===== config.mk =====
export PLATFORM = sky130hd
export DESIGN_NAME = core_select_arbiter_flat
export DESIGN_NICKNAME = d
export VERILOG_FILES = /design/src/rtl/core_select_arbiter_pkg.sv /design/src/rtl/core_select_arbiter_if.sv /design/src/rtl/core_select_arbiter_rr_pick4.sv /design/src/rtl/core_select_arbiter.sv /design/src/flat_wrapper.sv
export SDC_FILE = /design/constraint.sdc
export NUM_CORES = 1
export LEC_CHECK = 0
export ABC_AREA = 1
export BUFFER_PORTS_ARGS = -buffer_cell sky130_fd_sc_hd__buf_2
export CAP_MARGIN = 25
export CORE_AREA = 2 2 59 61
export DETAILED_ROUTE_END_ITERATION = 10
export DIE_AREA = 0 0 61 63
export PLACE_DENSITY = 0.82
export SLEW_MARGIN = 10
export SYNTH_ARGS = -nofsm -noshare
export SYNTH_HDL_FRONTEND = slang
export SYNTH_SLANG_ARGS = --single-unit

===== constraint.sdc =====
create_clock -name clk -period 4.36 [get_ports clk]
set_clock_uncertainty 0.05 [all_clocks]
set_input_delay 0 -clock clk [delete_from_list [all_inputs] [get_ports clk]]
set_output_delay 0 -clock clk [all_outputs]
set_load 0.03 [all_outputs]

===== src/rtl/core_select_arbiter_pkg.sv =====
// ccss_core_pkg: shared constants, FSM state type and steering-code helper for the core select arbiter
package ccss_core_pkg;
    localparam int NUM_CORES = 4;
    localparam logic [2:0] SEL_NONE = 3'd0;
    typedef enum logic [1:0] {IDLE, GRANT, TURN, DONE} state_t;
    function automatic logic [2:0] onehot_to_sel(input logic [NUM_CORES-1:0] oh);
        return oh[0] ? 3'd1 : oh[1] ? 3'd2 : oh[2] ? 3'd3 : oh[3] ? 3'd4 : SEL_NONE;
    endfunction
endpackage


===== src/rtl/core_select_arbiter_if.sv =====
// core_select_arbiter_if: request/completion inputs and steering outputs of the shared output path
interface core_select_arbiter_if;
    import ccss_core_pkg::*;
    logic [NUM_CORES-1:0] req;
    logic [NUM_CORES-1:0] endp;
    logic [2:0]           select_core;
    logic [NUM_CORES-1:0] grant;
    logic                 busy;
    logic                 preempt;
    logic [NUM_CORES-1:0] done_mask;
    logic                 all_done;
    modport master (output req, endp, input select_core, grant, busy, preempt, done_mask, all_done);
    modport slave (input req, endp, output select_core, grant, busy, preempt, done_mask, all_done);
endinterface


===== src/rtl/core_select_arbiter_rr_pick4.sv =====
// rr_pick4: combinational round-robin picker, first eligible core after the pointer wins
module rr_pick4 (
    input  logic [3:0] elig,
    input  logic [1:0] last,
    output logic [1:0] idx,
    output logic       valid
);
    // scan farthest-to-nearest so the nearest eligible core after last overwrites the rest
    always_comb begin
        idx = 2'd0;
        valid = |elig;
        for (int k = 4; k >= 1; k--)
            if (elig[last + 2'(k)]) idx = last + 2'(k);
    end
endmodule


===== src/rtl/core_select_arbiter.sv =====
// core_select_arbiter: round-robin owner of the shared four-core output path with bounded bursts and completion tracking
module core_select_arbiter
    import ccss_core_pkg::*;
#(
    parameter int MAX_HOLD = 64
) (
    input logic clk,
    input logic rst,
    core_select_arbiter_if.slave bus
);
    state_t     state, state_n;
    logic [1:0] owner, owner_n, last, last_n, pick;
    logic [7:0] hold, hold_n;
    logic [3:0] done, done_n, elig, others, grant_n;
    logic       pick_v, rel, at_max, preempt_n;

    assign elig = bus.req & ~done;
    assign others = elig & ~(4'(1) << owner);
    assign rel = !bus.req[owner] || bus.endp[owner];
    assign at_max = hold == 8'(MAX_HOLD - 1);
    assign done_n = done | bus.endp;
    assign grant_n = (state_n == GRANT) ? 4'(1) << owner_n : 4'd0;
    assign bus.done_mask = done;
    assign bus.all_done = &done;

    rr_pick4 u_pick (.elig(elig), .last(last), .idx(pick), .valid(pick_v));

    // next-state: arbitration from IDLE/TURN, release/pre-emption/saturation in GRANT, absorbing DONE
    always_comb begin
        state_n = state;
        owner_n = owner;
        last_n = last;
        hold_n = hold;
        preempt_n = 1'b0;
        case (state)
            IDLE, TURN: begin
                if (&done) state_n = DONE;
                else if (pick_v) begin
                    state_n = GRANT;
                    owner_n = pick;
                    last_n = pick;
                    hold_n = 8'd0;
                end else state_n = IDLE;
            end
            GRANT: begin
                if (&done_n) state_n = DONE;
                else if (rel) state_n = TURN;
                else if (at_max && |others) begin
                    state_n = TURN;
                    preempt_n = 1'b1;
                end else if (!at_max) hold_n = hold + 8'd1;
            end
            default: state_n = DONE;
        endcase
    end

    // state, pointer, counters and registered steering outputs
    always_ff @(posedge clk) begin
        if (rst) begin
            state <= IDLE;
            owner <= 2'd0;
            last <= 2'd3;
            hold <= 8'd0;
            done <= 4'd0;
            bus.grant <= 4'd0;
            bus.select_core <= SEL_NONE;
            bus.busy <= 1'b0;
            bus.preempt <= 1'b0;
        end else begin
            state <= state_n;
            owner <= owner_n;
            last <= last_n;
            hold <= hold_n;
            done <= done_n;
            bus.grant <= grant_n;
            bus.select_core <= onehot_to_sel(grant_n);
            bus.busy <= state_n == GRANT;
            bus.preempt <= preempt_n;
        end
    end
endmodule

===== src/flat_wrapper.sv =====
// flat-port wrapper written by rule: the top's interface ports become plain ports
module core_select_arbiter_flat import ccss_core_pkg::*;
#(
    parameter int MAX_HOLD = 64
)
  (clk, rst, bus_req, bus_endp, bus_select_core, bus_grant, bus_busy, bus_preempt, bus_done_mask, bus_all_done);
  core_select_arbiter_if bus_i ();
  input logic clk;
  input logic rst;
  input wire logic [$bits(bus_i.req)-1:0] bus_req;
  input wire logic [$bits(bus_i.endp)-1:0] bus_endp;
  output wire logic [$bits(bus_i.select_core)-1:0] bus_select_core;
  output wire logic [$bits(bus_i.grant)-1:0] bus_grant;
  output wire logic [$bits(bus_i.busy)-1:0] bus_busy;
  output wire logic [$bits(bus_i.preempt)-1:0] bus_preempt;
  output wire logic [$bits(bus_i.done_mask)-1:0] bus_done_mask;
  output wire logic [$bits(bus_i.all_done)-1:0] bus_all_done;
  assign bus_i.req = bus_req;
  assign bus_i.endp = bus_endp;
  assign bus_select_core = bus_i.select_core;
  assign bus_grant = bus_i.grant;
  assign bus_busy = bus_i.busy;
  assign bus_preempt = bus_i.preempt;
  assign bus_done_mask = bus_i.done_mask;
  assign bus_all_done = bus_i.all_done;
  core_select_arbiter #(.MAX_HOLD(MAX_HOLD)) u_core (.clk(clk), .rst(rst), .bus(bus_i));
endmodule

* Yosys cells after proc, flatten, opt, wreduce, memory -nomap -nowiden *
Index checks and enable logic that the tools add are counted.

storage, ports and cells
  register bits = 27
  input port bits = 10
  output and inout port bits = 14
  logic and storage cells = 92

operators by class
  add/subtract/negate cells = 4
  order comparisons = 5
  equality and inequality tests = 10
  shifts and indexed selects = 2
  multiplexer cells = 38
  bitwise gates (word level) = 7
  reductions and logical operators = 15

operators with widths
  cell                   number
  $mux W8                6
  $mux W2                13
  $pmux W8 S2            1
  $reduce_or A4 Y1       4
  $lt A2 B3 Y1 const B   5
  $bmux W1 S2            6
  $ne A2 B2 Y1 const B   5
  $mux W1                9
  $add A8 B1 Y8 const B  1
  $and A4 B4 Y4          2
  $eq A8 B6 Y1 const B   1
  $not A4 Y4             2
  $reduce_and A4 Y1      2
  $shl A1 B2 Y4 const A  2
  $reduce_and A7 Y1      1
  $add A2 B2 Y2 const B  2
  $eq A2 B1 Y1 const B   2
  $mux W4                1
  $or A4 B4 Y4           1
  $pmux W2 S2            1
  $reduce_or A2 Y1       2
  $mux W3                1
  $reduce_and A3 Y1      1
  $add A2 B1 Y2 const B  1
  other kinds (8)        9

* Longest topological paths before layout *
  depth after elaboration = 17
  mapped depth = 15
  mapped depth without buffers = 14

* Hierarchy *
From an unflattened synthesis, not the netlist that was laid out.

unflattened totals
  cell total of the unflattened synthesis = 250
  area total of the unflattened synthesis = 1597.8 µm²

by module, submodules not included
  module               instances  cells an instance  area an instance (µm²)  sequential area each (µm²)
  core_select_arbiter  1          199                1331.3                  540.5
  rr_pick4             1          51                 266.5                   0.0

* Worst setup path after synthesis *
Ideal clock, no wire load.

  kind = flip-flop to flip-flop
  from = register u_core.done[0], in the netlist u_core.bus.done_mask[0]
  to = register u_core.bus.grant[0]
  library setup time = 0.115 ns
  arrival = 1.866 ns
  required time = 4.195 ns
  setup slack = 2.329 ns
  cell stages (with the launch flop) = 9
  path buffers = 0
  period minus slack after synthesis = 2.031 ns
  cells stage by stage = dfxtp_1 -> inv_2 -> nor3_2 -> nor2_1 -> o21ai_2 -> inv_1 -> nor2_1 -> a21oi_2 -> and2_1

between the ends
  elaborated cells on any way between the ends = 33
  those cells by class = 1 x eq/ne; 1 x shift; 22 x mux; 4 x bitwise; 5 x reduce/logical

RTL lines
  what                                                  RTL line                      RTL
  from (decl)                                           core_select_arbiter.sv:14     logic [3:0] done, done_n, elig, others, grant_n;
  from (signal assigned)                                core_select_arbiter.sv:74     done <= done_n;
  $reduce_and A4 Y1 (*)                                 -
  named net bus_all_done                                flat_wrapper.sv:17            output wire logic [$bits(bus_i.all_done)-1:0] bus_all_done;
  $mux W2                                               core_select_arbiter.sv:37     if (&done) state_n = DONE;
  $pmux W2 S2 / $mux W2 (equally long branches)         core_select_arbiter.sv:35     case (state)
  $eq A2 B1 Y1 / $shl A1 B2 Y4 (equally long branches)  core_select_arbiter.sv:22     assign grant_n = (state_n == GRANT) ? 4'(1) << owner_n : 4'd0;
  $mux W4 (*)                                           core_select_arbiter.sv:22
  to (signal assigned)                                  core_select_arbiter.sv:75     bus.grant <= grant_n;
  to (decl)                                             core_select_arbiter_if.sv:13  modport slave (input req, endp, output select_core, grant, busy, preempt, done_mask, all_done);

The timed path passes the listed nets; every way through them passes the cells marked *. The select of a mux whose other input is x is not followed.
A chain may end at the register's enable or synchronous reset.

* Worst setup path in the final report *
  from = register u_core.hold[0]
  to = register u_core.hold[5]

between the ends
  word-level cells in the longest chain between the ends = 6
  elaborated cells on any way between the ends = 11
  those cells by class = 1 x add/sub; 3 x eq/ne; 5 x mux; 2 x reduce/logical

RTL lines
  what                    RTL line                   RTL
  from (decl)             core_select_arbiter.sv:13  logic [7:0] hold, hold_n;
  from (signal assigned)  core_select_arbiter.sv:73  hold <= hold_n;
  $add A8 B1 Y8           core_select_arbiter.sv:51  end else if (!at_max) hold_n = hold + 8'd1;
  $mux W8                 core_select_arbiter.sv:51
  $mux W8                 core_select_arbiter.sv:48  else if (at_max && |others) begin
  $mux W8                 core_select_arbiter.sv:47  else if (rel) state_n = TURN;
  $mux W8                 core_select_arbiter.sv:46  if (&done_n) state_n = DONE;
  $pmux W8 S2             core_select_arbiter.sv:35

Several ways; a longest one is shown, not always the timed one. The select of a mux whose other input is x is not followed.

==> impl_metrics.py <==
metrics = {
    "timing": {
        "fin_crit_sh": 0.427,
        "setup_violations": 0,
        "fmax_mhz": 537,
        "post-route-min-period_ns": 1.86,
        "tightest_slew_ns": 0.403,
        "slew_viol_final": 0,
        "report.final.hold_viol_count": 0,
        "finalSetupTns_ns": 0,
        "rsz0062_at_grt": "false",
        "maxSlewHeadroom": 0.731,
        "worst_slack_ns": 2.50,
    },
    "synth": {
        "ys_seq_area_frac": 0.348,
        "ys_warn_count": 0,
        "ys_types": 39,
        "synth_flop_cell": "dfxtp_1",
        "synth.net_count": 229,
        "synth.top_cell.area_share": 0.348,
        "yosysMostFrequentCell": "nand2_1",
        "netlist_area_sq_um": 1560,
        "synthArstFlopShare": 0,
        "synth_area_leaders": "dfxtp_1, nand2_1, nand3_1",
        "synth_seq_cells": 27,
        "syn_area_per_cell_sq_um": 7.13,
        "synth_common_cells": "nand2_1, dfxtp_1, inv_1",
        "synth_largest_area_cell": "dfxtp_1",
        "synth-edff-count": 0,
        "synth_cells": 218,
    },
    "cells_and_area": {
        "utilization": 0.560,
        "fin_area_sq_um": 1810,
        "fin_nets": 261,
        "fillers": 317,
        "antenna_cells": 0,
        "layout-drive-gt1-share": 0.253,
        "syn_to_final_growth_pct": 16.4,
    },
    "floorplan": {
        "core_area_sq_um": 3230,
        "core.rowCount": 21,
        "die_w_um": 61,
        "initial_core_util": 0.481,
        "die-area_sq_um": 3840,
        "die_y_um": 63,
        "ios": 24,
    },
    "global_routing": {
        "grt_use_met2": 0.302,
        "grt_first_pass_wirelength_mm": 5.46,
        "grt_util_met1": 0.238,
        "grt_use_total": 0.183,
        "grtUsageMet3": 0.0373,
        "grt_max_degree": 17,
        "first_global_vias": 1318,
        "grt_overflow": 0,
        "top_usage_layer": "met2",
        "antenna_found_initial": 0,
    },
    "routing": {
        "wl_per_cell_um": 10.6,
        "drc_errors": 0,
        "finalWirelength_mm": 3.14,
        "first_pass_iters": 6,
        "drtAntennaViolNets": 0,
        "drt_iter0_drc": 60,
        "num_vias": 1417,
        "vias_per_cell": 4.80,
    },
    "clock_network": {
        "cts-hold-fix-buffers": 8,
        "insertion_delay_ns": 0.32,
        "cts_buffer_depth": 2,
        "cts_tree": "built",
        "cts-buffers-inserted": 3,
        "cts_root_buffer": "clkbuf_4",
        "post_cts_buffers": 0,
        "postCtsResizedCells": 0,
        "cts_sinks": 27,
        "clkTransAtPathRegs_ns": 0.14,
        "htree_levels": 1,
    },
    "setup_path": {
        "arrival_ns": 2.03,
        "crit_chain": "ha_1 > nand2_2 > inv_2 > nand3_2 > nor3_4 > nand2_2 > nand2_2 > nand2_4 > nand2_8 > inv_4 > nand3b_1 > a21oi_1",
        "cp_data_required_time_ns": 4.53,
        "end_kind": "flop",
        "cp_common_cell": "nand2_2",
        "cpMaxStageDelayCell": "dfxtp_1",
        "worstSetupPathType": "reg -> reg",
        "start_kind": "flop",
        "max_stage_delay_ns": 0.42,
        "crit_fanout": 10,
    },
    "placed_design": {
        "io_buffers": 23,
        "dp_slack_ns": 2.51,
        "hpwl_mm": 2.36,
        "gp_congestion": 0.852,
        "place_area_sq_um": 1700,
    },
    "power_and_ir_drop": {
        "p_leak_nw": 0.877,
        "p_per_area_nw_per_um2": 396,
        "ir_drop_mv": 0.247,
    },
    "hold_path": {
        "hold_path.class": "in -> reg",
    },
    "job": {
        "cap_violations": 0,
    },
    "outcome": {
        "status": "completed",
    },
}
==> cells by family after synthesis <==
logic type / Yosys count / synth area share
buffers and inverters: 34 / 0.0933
AOI/OAI and AO/OA: 27 / 0.109
xor gates and xnor gates: 5 / 0.0282
and+or+nand+nor: 124 / 0.414
adders and majority gates: 1 / 0.00804
DFF: 27 / 0.348
==> report_power, final <==
group | switching [W] | internal [W] | total, W
clock | 0.0000725 | 0.0000350 | 0.000108
sequential | 0.0000326 | 0.000276 | 0.000308
combinational | 0.000198 | 0.000103 | 0.000300
==> layer usage <==
layer  part of all wire  vias to the layer above
met5                  0                        -
li1                   -                      761
met1               0.48                      640
met4             0.0092                        0
met2               0.49                       12
met3              0.021                        4
==> final timing paths <==
kind	startpoint	endpoint	slack, ns	cells after the start
setup / recovery	u_core.hold[0]	u_core.hold[5]	2.50	12
hold / removal	bus_req[0]	u_core.bus.preempt	0.18	5
setup reg to reg	u_core.hold[0]	u_core.hold[5]	2.50	12
hold reg to reg	u_core.hold[1]	u_core.hold[1]	0.47	2
==> state kept, by name, summed over array words and instances, names as in the netlist <==
signal and count:
u_core.bus.grant 4, u_core.owner 2, u_core.bus.done_mask 4, u_core.bus.preempt 1
u_core.bus.busy 1, u_core.bus.select_core 3, u_core.state 2, u_core.last 2
u_core.hold 8
==> cell usage in the layout (no fill, tap or decap), types with 2 or more instances in the layout <==
cell            n
a21oi_1        12
buf_2          23
clkbuf_4        3
dfxtp_1        27
dlygate4sd3_1   8
inv_1          19
inv_2           8
inv_4           2
nand2_1        57
nand2_2         6
nand3_1        18
nand3_2         3
nand3b_1        4
nand4_1         3
nor2_1         16
nor2_2          3
nor2_4          3
nor3_1          3
o211ai_1        2
o21ai_1         6
o21ai_2         2
xor2_1          4
==> layout make-up <==
class                           instances  area (sq um)  share of cell area
Clock buffer                            3          22.5              0.0124
Clock inverter                          1          7.51             0.00415
Inverter                               30           118              0.0650
Multi-Input combinational cell        157           870               0.480
Sequential cell                        27           541               0.299
Tap cell                               46          57.6              0.0318
Timing Repair Buffer                   31           195               0.108
==> through the flow <==
stage,total power (W),hold slack [ns],std cells
floorplan,0.000555,0.0191,218
global placement,0.000602,0.221,283
detailed placement,0.000607,0.227,283
CTS,0.000720,0.167,295
global route,0.000773,0.189,295
finish,0.000716,0.176,295
==> critical path: cells and delay by family (launching register included) <==
kind                     cells  cell delay, ns
adder cells (fa/ha/maj)      1            0.22
AND/OR/NAND/NOR              8            0.88
flip-flops                   1            0.42
buffers and inverters        2            0.12
AO/OA/AOI/OAI                1            0.06
No activity file was read; power rests on OpenSTA's default activity.
